`src/rtl/draw_arb_pkg.sv`:
```
`default_nettype none
// +----------------------------------------------------------------------+
// | draw_arb_pkg                                                         |
// | Shared types and default widths for the draw arbiter slice.          |
// | Rev 1.0 - initial release                                            |
// +----------------------------------------------------------------------+
package draw_arb_pkg;

  localparam int XY_W  = 10;
  localparam int COL_W = 3;
  localparam int CNT_W = 20;

  typedef enum logic [1:0] {
    S_IDLE = 2'd0,
    S_DRAW = 2'd1,
    S_ACK  = 2'd2
  } state_t;

  // Width of a binary index into n requesters (at least one bit).
  function automatic int idx_w(input int n);
    return (n > 1) ? $clog2(n) : 1;
  endfunction

endpackage
`default_nettype wire

```
`src/rtl/draw_arbiter_rr_pick.sv`:
```
`default_nettype none
// +----------------------------------------------------------------------+
// | rr_pick                                                              |
// | Combinational round-robin picker: first set req at index >= rr_ptr,  |
// | wrapping. With DRAW_ARB_PRIO0_EN defined, req[0] always wins.        |
// | Rev 1.0 - initial release                                            |
// +----------------------------------------------------------------------+
module rr_pick #(
  parameter int NREQ  = 4,
  parameter int IDX_W = 2
) (
  input  logic [NREQ-1:0]  req,
  input  logic [IDX_W-1:0] rr_ptr,
  output logic [NREQ-1:0]  gnt,
  output logic [IDX_W-1:0] win_idx,
  output logic             valid
);

  int w_j;

  // Scan requesters starting at rr_ptr and keep the first one found.
  always_comb begin
    gnt     = '0;
    win_idx = '0;
    valid   = 1'b0;
    w_j     = 0;
    for (int i = 0; i < NREQ; i++) begin
      w_j = int'(rr_ptr) + i;
      if (w_j >= NREQ) w_j = w_j - NREQ;
      if (!valid && req[w_j]) begin
        valid   = 1'b1;
        win_idx = IDX_W'(w_j);
      end
    end
`ifdef DRAW_ARB_PRIO0_EN
    // Level loader pre-empts the rotation so the level is fully drawn first.
    if (req[0]) begin
      valid   = 1'b1;
      win_idx = '0;
    end
`endif
    if (valid) gnt[win_idx] = 1'b1;
  end

endmodule
`default_nettype wire

```
`src/rtl/draw_arbiter.sv`:
```
`default_nettype none
// +----------------------------------------------------------------------+
// | draw_arbiter                                                         |
// | Shares the VGA plot port among NREQ requesters. Each job latches the |
// | winner's x/y/colour and plots for DRAW_CYCLES cycles, then pulses    |
// | done. Optional macro: DRAW_ARB_PRIO0_EN (requester 0 has priority).  |
// | Rev 1.0 - initial release                                            |
// +----------------------------------------------------------------------+
module draw_arbiter #(
  parameter int NREQ        = 4,
  parameter int DRAW_CYCLES = 16,
  parameter int XY_W        = draw_arb_pkg::XY_W,
  parameter int COL_W       = draw_arb_pkg::COL_W
) (
  input  logic                            clk,
  input  logic                            resetn,
  input  logic [NREQ-1:0]                 req,
  input  logic [NREQ*XY_W-1:0]            x_in,
  input  logic [NREQ*XY_W-1:0]            y_in,
  input  logic [NREQ*COL_W-1:0]           colour_in,
  output logic [NREQ-1:0]                 grant,
  output logic [NREQ-1:0]                 done,
  output logic                            plot,
  output logic [XY_W-1:0]                 x_out,
  output logic [XY_W-1:0]                 y_out,
  output logic [COL_W-1:0]                colour_out,
  output logic [draw_arb_pkg::CNT_W-1:0]  draw_count,
  output logic                            busy
);
  import draw_arb_pkg::*;

  localparam int              IDX_W  = idx_w(NREQ);
  localparam logic [CNT_W-1:0] C_LAST = CNT_W'(DRAW_CYCLES - 1);
  localparam logic [IDX_W-1:0] C_TOP  = IDX_W'(NREQ - 1);

  state_t            r_state;
  state_t            w_next;
  logic [NREQ-1:0]   r_grant;
  logic [IDX_W-1:0]  r_owner;
  logic [IDX_W-1:0]  r_rr_ptr;
  logic [NREQ-1:0]   w_pick_gnt;
  logic [IDX_W-1:0]  w_pick_idx;
  logic              w_pick_valid;
  logic [IDX_W-1:0]  w_ptr_next;

  rr_pick #(
    .NREQ  (NREQ),
    .IDX_W (IDX_W)
  ) u_pick (
    .req     (req),
    .rr_ptr  (r_rr_ptr),
    .gnt     (w_pick_gnt),
    .win_idx (w_pick_idx),
    .valid   (w_pick_valid)
  );

  assign w_ptr_next = (r_owner == C_TOP) ? '0 : r_owner + 1'b1;

  // State register; reset drops any job in flight without a done pulse.
  always_ff @(posedge clk) begin
    if (!resetn) r_state <= S_IDLE;
    else         r_state <= w_next;
  end

  // Next-state and port-facing strobes, decoded from the current state.
  always_comb begin
    w_next = r_state;
    grant  = '0;
    done   = '0;
    plot   = 1'b0;
    busy   = 1'b0;
    case (r_state)
      S_IDLE: begin
        if (w_pick_valid) w_next = S_DRAW;
      end
      S_DRAW: begin
        plot  = 1'b1;
        busy  = 1'b1;
        grant = r_grant;
        if (draw_count == C_LAST) w_next = S_ACK;
      end
      S_ACK: begin
        busy   = 1'b1;
        grant  = r_grant;
        done   = r_grant;
        w_next = S_IDLE;
      end
      default: w_next = S_IDLE;
    endcase
  end

  // Job latches, pixel counter and round-robin pointer.
  always_ff @(posedge clk) begin
    if (!resetn) begin
      r_grant    <= '0;
      r_owner    <= '0;
      r_rr_ptr   <= '0;
      x_out      <= '0;
      y_out      <= '0;
      colour_out <= '0;
      draw_count <= '0;
    end else begin
      case (r_state)
        S_IDLE: begin
          if (w_pick_valid) begin
            r_grant    <= w_pick_gnt;
            r_owner    <= w_pick_idx;
            x_out      <= x_in[w_pick_idx*XY_W +: XY_W];
            y_out      <= y_in[w_pick_idx*XY_W +: XY_W];
            colour_out <= colour_in[w_pick_idx*COL_W +: COL_W];
            draw_count <= '0;
          end
        end
        S_DRAW: begin
          // Hold at the last offset so the count never wraps within a job.
          if (draw_count != C_LAST) draw_count <= draw_count + 1'b1;
        end
        S_ACK: begin
`ifdef DRAW_ARB_PRIO0_EN
          if (r_owner != '0) r_rr_ptr <= w_ptr_next;
`else
          r_rr_ptr <= w_ptr_next;
`endif
        end
        default: ;
      endcase
    end
  end

endmodule
`default_nettype wire
```
`config.mk`:
```
export PLATFORM = sky130hd
export DESIGN_NAME = draw_arbiter
export DESIGN_NICKNAME = d
export VERILOG_FILES = /design/src/rtl/draw_arb_pkg.sv /design/src/rtl/draw_arbiter_rr_pick.sv /design/src/rtl/draw_arbiter.sv
export SDC_FILE = /design/constraint.sdc
export NUM_CORES = 1
export LEC_CHECK = 0
export BUFFER_PORTS_ARGS = -buffer_cell sky130_fd_sc_hd__buf_2
export CAP_MARGIN = 10
export CORE_ASPECT_RATIO = 0.7
export CORE_MARGIN = 2
export CORE_UTILIZATION = 29
export CTS_CLUSTER_DIAMETER = 100
export DETAILED_ROUTE_END_ITERATION = 7
export PLACE_DENSITY = 0.63
export SYNTH_ARGS = -nofsm -noshare
export SYNTH_HDL_FRONTEND = slang
export SYNTH_HIERARCHICAL = 1
export SYNTH_SLANG_ARGS = --single-unit
```
`constraint.sdc`:
```
create_clock -name clk -period 3.8 [get_ports clk]
set_input_delay 0.57 -clock clk [delete_from_list [all_inputs] [get_ports clk]]
set_output_delay 0.57 -clock clk [all_outputs]
set_load 0.02 [all_outputs]
```
==> results.yml <==
synth:
  yosysTopAreaCell: "dfxtp_1"
  synthCells: 378
  yosysSeqAreaShare: 0.3264
  mappedNetlistArea_mm2: 0.003251
  synth_edf_count: 0
  syn_area_per_cell_um2: 8.600
  synth_seq_cells: 53
  async_flop_share: 0
  synth_top_area_frac: 0.3264
  synth_flop_cell: "dfxtp_1"
  yosysWarnings: 6
  synth.distinct_cells: 58
  synth_fp_nets: 482
  synthTopCellsByArea: "dfxtp_1 (33%), mux4_2 (16%), nand2_1 (9.9%)"
flow_run:
  maxCapViolations: 0
global_routing:
  grt_pass1_vias: 3228
  overflow: 0
  grt_first_pass_wirelength_mm: 15.41
  antenna_found_initial: 0
  grt_usage: 0.1592
  grt_max_degree: 30
worst_setup_path:
  worstPathArrival_ns: 2.68
  crit_path_max_fanout: 24
  crit_slowest_cell: "dfxtp_1"
  ff2ff_setup_slack_ns: 1.28
  start_kind: "flip-flop"
  cp.required_ns: 3.97
  max_stage_delay_ns: 0.61
  worstPathCellList: "mux2i_1 -> nor2_1 -> a311oi_4 -> buf_4 -> mux4_2 -> nand2_1 -> a21oi_1"
  cp-end-kind: "flip-flop"
  critPathKind: "flip-flop to flip-flop"
sta:
  fin_tns_setup_ns: 0
  finalSetupViolations: 0
  period_share: 0.6622
  rsz0062_at_grt: "no"
  fin_crit_ns: 2.516
  finClkSkew_ns: 0.01084
  fmax_mhz: 397.4
  fin_hold_ws_ns: 0.4521
  hold_viol: 0
  slew_viol_final: 0
  tightest_slew_ns: 1.010
  slew_headroom: 0.3268
floorplanning:
  die_area_mm2: 0.01209
  dieHeight_um: 92.58
  num_rows: 32
  coreArea_mm2: 0.01097
  die_w_um: 130.5
  io_pins: 151
  start_util: 0.2963
clock_tree:
  cts_resized: 0
  clock_latency_ns: 0.29
  cts_sinks: 53
  cts_setup_buffers: 0
  cts_buffers: 5
  cts_tree: "yes"
  clockBufferDepth: 2
  clk_pin_slew_worst_paths_ns: 0.07
  ctsHoldBuffers: 0
  root_buffer: "clkbuf_16"
  htreeDepth: 2
route:
  drtAntennaViolNets: 0
  wl_mm: 9.469
  drc: 0
  drt_iter0_drc: 280
  detailroute.via_count: 3367
  viasPerCell: 5.056
  wl_per_cell_um: 14.22
  first_pass_iters: 5
pwr:
  vdd_drop_max_uv: 181.9
  p_leak_nw: 1.856
  pwr_density_cell_mw_per_mm2: 397.9
cells_and_area:
  fillCellCount: 1128
  diodes: 0
  final_util: 0.3899
  fin_nets: 616
  area_delta_synth_final_pct: 31.60
  drive_above_1_share: 0.3957
min_path:
  hp-class: "flip-flop to flip-flop"
placed_design:
  io_buffers: 150
  dp_hpwl_mm: 7.428
  gp_congestion: 0.8599
status:
  status: "finished clean"
==> sequential cells by signal (all words and copies together) (netlist names) <==
signal / count
r_grant: 4
r_rr_ptr: 2
x_out: 10
draw_count: 20
r_state: 2
r_owner: 2
y_out: 10
colour_out: 3
==> path summary, 6_finish.rpt <==
kind	from	end	depth (start not counted)
worst max-delay path	r_rr_ptr[1]$_SDFFE_PN0N_	y_out[9]$_SDFFE_PN0P_	7
worst min-delay path	colour_out[1]$_SDFFE_PN0P_	colour_out[1]$_SDFFE_PN0P_	2
worst max register to register	r_rr_ptr[1]$_SDFFE_PN0N_	y_out[9]$_SDFFE_PN0P_	7
worst min register to register	colour_out[1]$_SDFFE_PN0P_	colour_out[1]$_SDFFE_PN0P_	2
==> cell families (layout without fill, tap and decap cells) <==
logic type | count (synthesis) | in the layout | synth area share
buffers and inverters | 36 | 171 | 0.05196
multiplexers | 30 | 30 | 0.1817
flip-flops | 53 | 53 | 0.3264
AO/OA/AOI/OAI | 93 | 93 | 0.1774
AND/OR/NAND/NOR | 160 | 160 | 0.2394
adder cells (fa/ha/maj) | 6 | 6 | 0.02309
==> Yosys cell counts (2+ instances only) <==
cell type / number
a21boi_0: 3
a21oi_1: 42
a31oi_1: 3
and2_1: 12
buf_2: 8
buf_6: 3
clkbuf_1: 14
dfxtp_1: 53
ha_1: 6
inv_1: 9
mux2_2: 2
mux2i_1: 5
mux4_2: 23
nand2_1: 86
nand3_1: 7
nand3_2: 2
nand4_1: 5
nor2_1: 20
nor2b_1: 2
nor3_1: 4
nor4_1: 5
nor4_2: 2
o21a_1: 2
o21ai_0: 7
o21ai_1: 12
o221a_2: 2
o31ai_1: 4
or2_1: 2
or3_1: 4
==> through the flow <==
step                cell area, um2  power [mW]  setup slack, ns  std cells
floorplan                     3251       1.007            1.408        378
global placement              4101       1.172            1.283        658
detailed placement            4101       1.184            1.229        658
CTS                           4278       1.723            1.273        666
global route                  4278       1.806            1.085        666
finish                        4278       1.702            1.284        666
==> area by class of cell <==
type | count | area [um2] | share of cell area
sequential | 53 | 1061 | 0.2480
multi-input combinational | 289 | 2038 | 0.4765
inverter | 10 | 37.54 | 0.008775
clock buffer | 6 | 138.9 | 0.03247
tap | 153 | 191.4 | 0.04475
clock inverter | 2 | 37.54 | 0.008775
timing repair buffer | 153 | 773.2 | 0.1808
==> metal layers <==
layer,up-vias,part of all wire,wire length [um],track usage
met5,-,0,0,0
met4,0,0.015,140,0.04255
met3,10,0.086,812,0.04391
met2,149,0.46,4322,0.2530
met1,1572,0.44,4194,0.2132
li1,1636,-,-,-
==> critical path: cells and delay by family (launching register included) <==
kind	cells	cell delay, ns
buffers and inverters	1	0.44
AO/OA/AOI/OAI	2	0.33
AND/OR/NAND/NOR	2	0.16
multiplexers	2	0.82
flip-flops	1	0.61
==> power by group <==
| group | leakage [nW] | switching, mW | internal (mW) |
|---|---|---|---|
| Combinational | 1.34 | 0.330 | 0.197 |
| Clock | 0.0831 | 0.208 | 0.329 |
| Sequential | 0.433 | 0.0305 | 0.608 |
| Total | 1.86 | 0.568 | 1.13 |
==> placed cells by master (no fill, tap or decap), types with 2 or more instances in the layout <==
| cell | n |
|---|---|
| or2_1 | 2 |
| clkbuf_16 | 5 |
| nor3_1 | 4 |
| a31oi_1 | 3 |
| a21boi_0 | 3 |
| mux2i_1 | 5 |
| or3_1 | 4 |
| ha_1 | 6 |
| buf_2 | 150 |
| nand3_2 | 2 |
| o221a_2 | 2 |
| dfxtp_1 | 53 |
| mux4_2 | 23 |
| nand3_1 | 7 |
| o21ai_0 | 7 |
| nor2_1 | 20 |
| mux2_2 | 2 |
| inv_1 | 9 |
| a21oi_1 | 42 |
| o31ai_1 | 4 |
| nor2b_1 | 2 |
| nor4_1 | 5 |
| nor4_2 | 2 |
| buf_4 | 3 |
| o21a_1 | 2 |
| o21ai_1 | 12 |
| and2_1 | 12 |
| nand4_1 | 5 |
| nand2_1 | 86 |
Note: power is estimated with default switching activity, not from simulation.
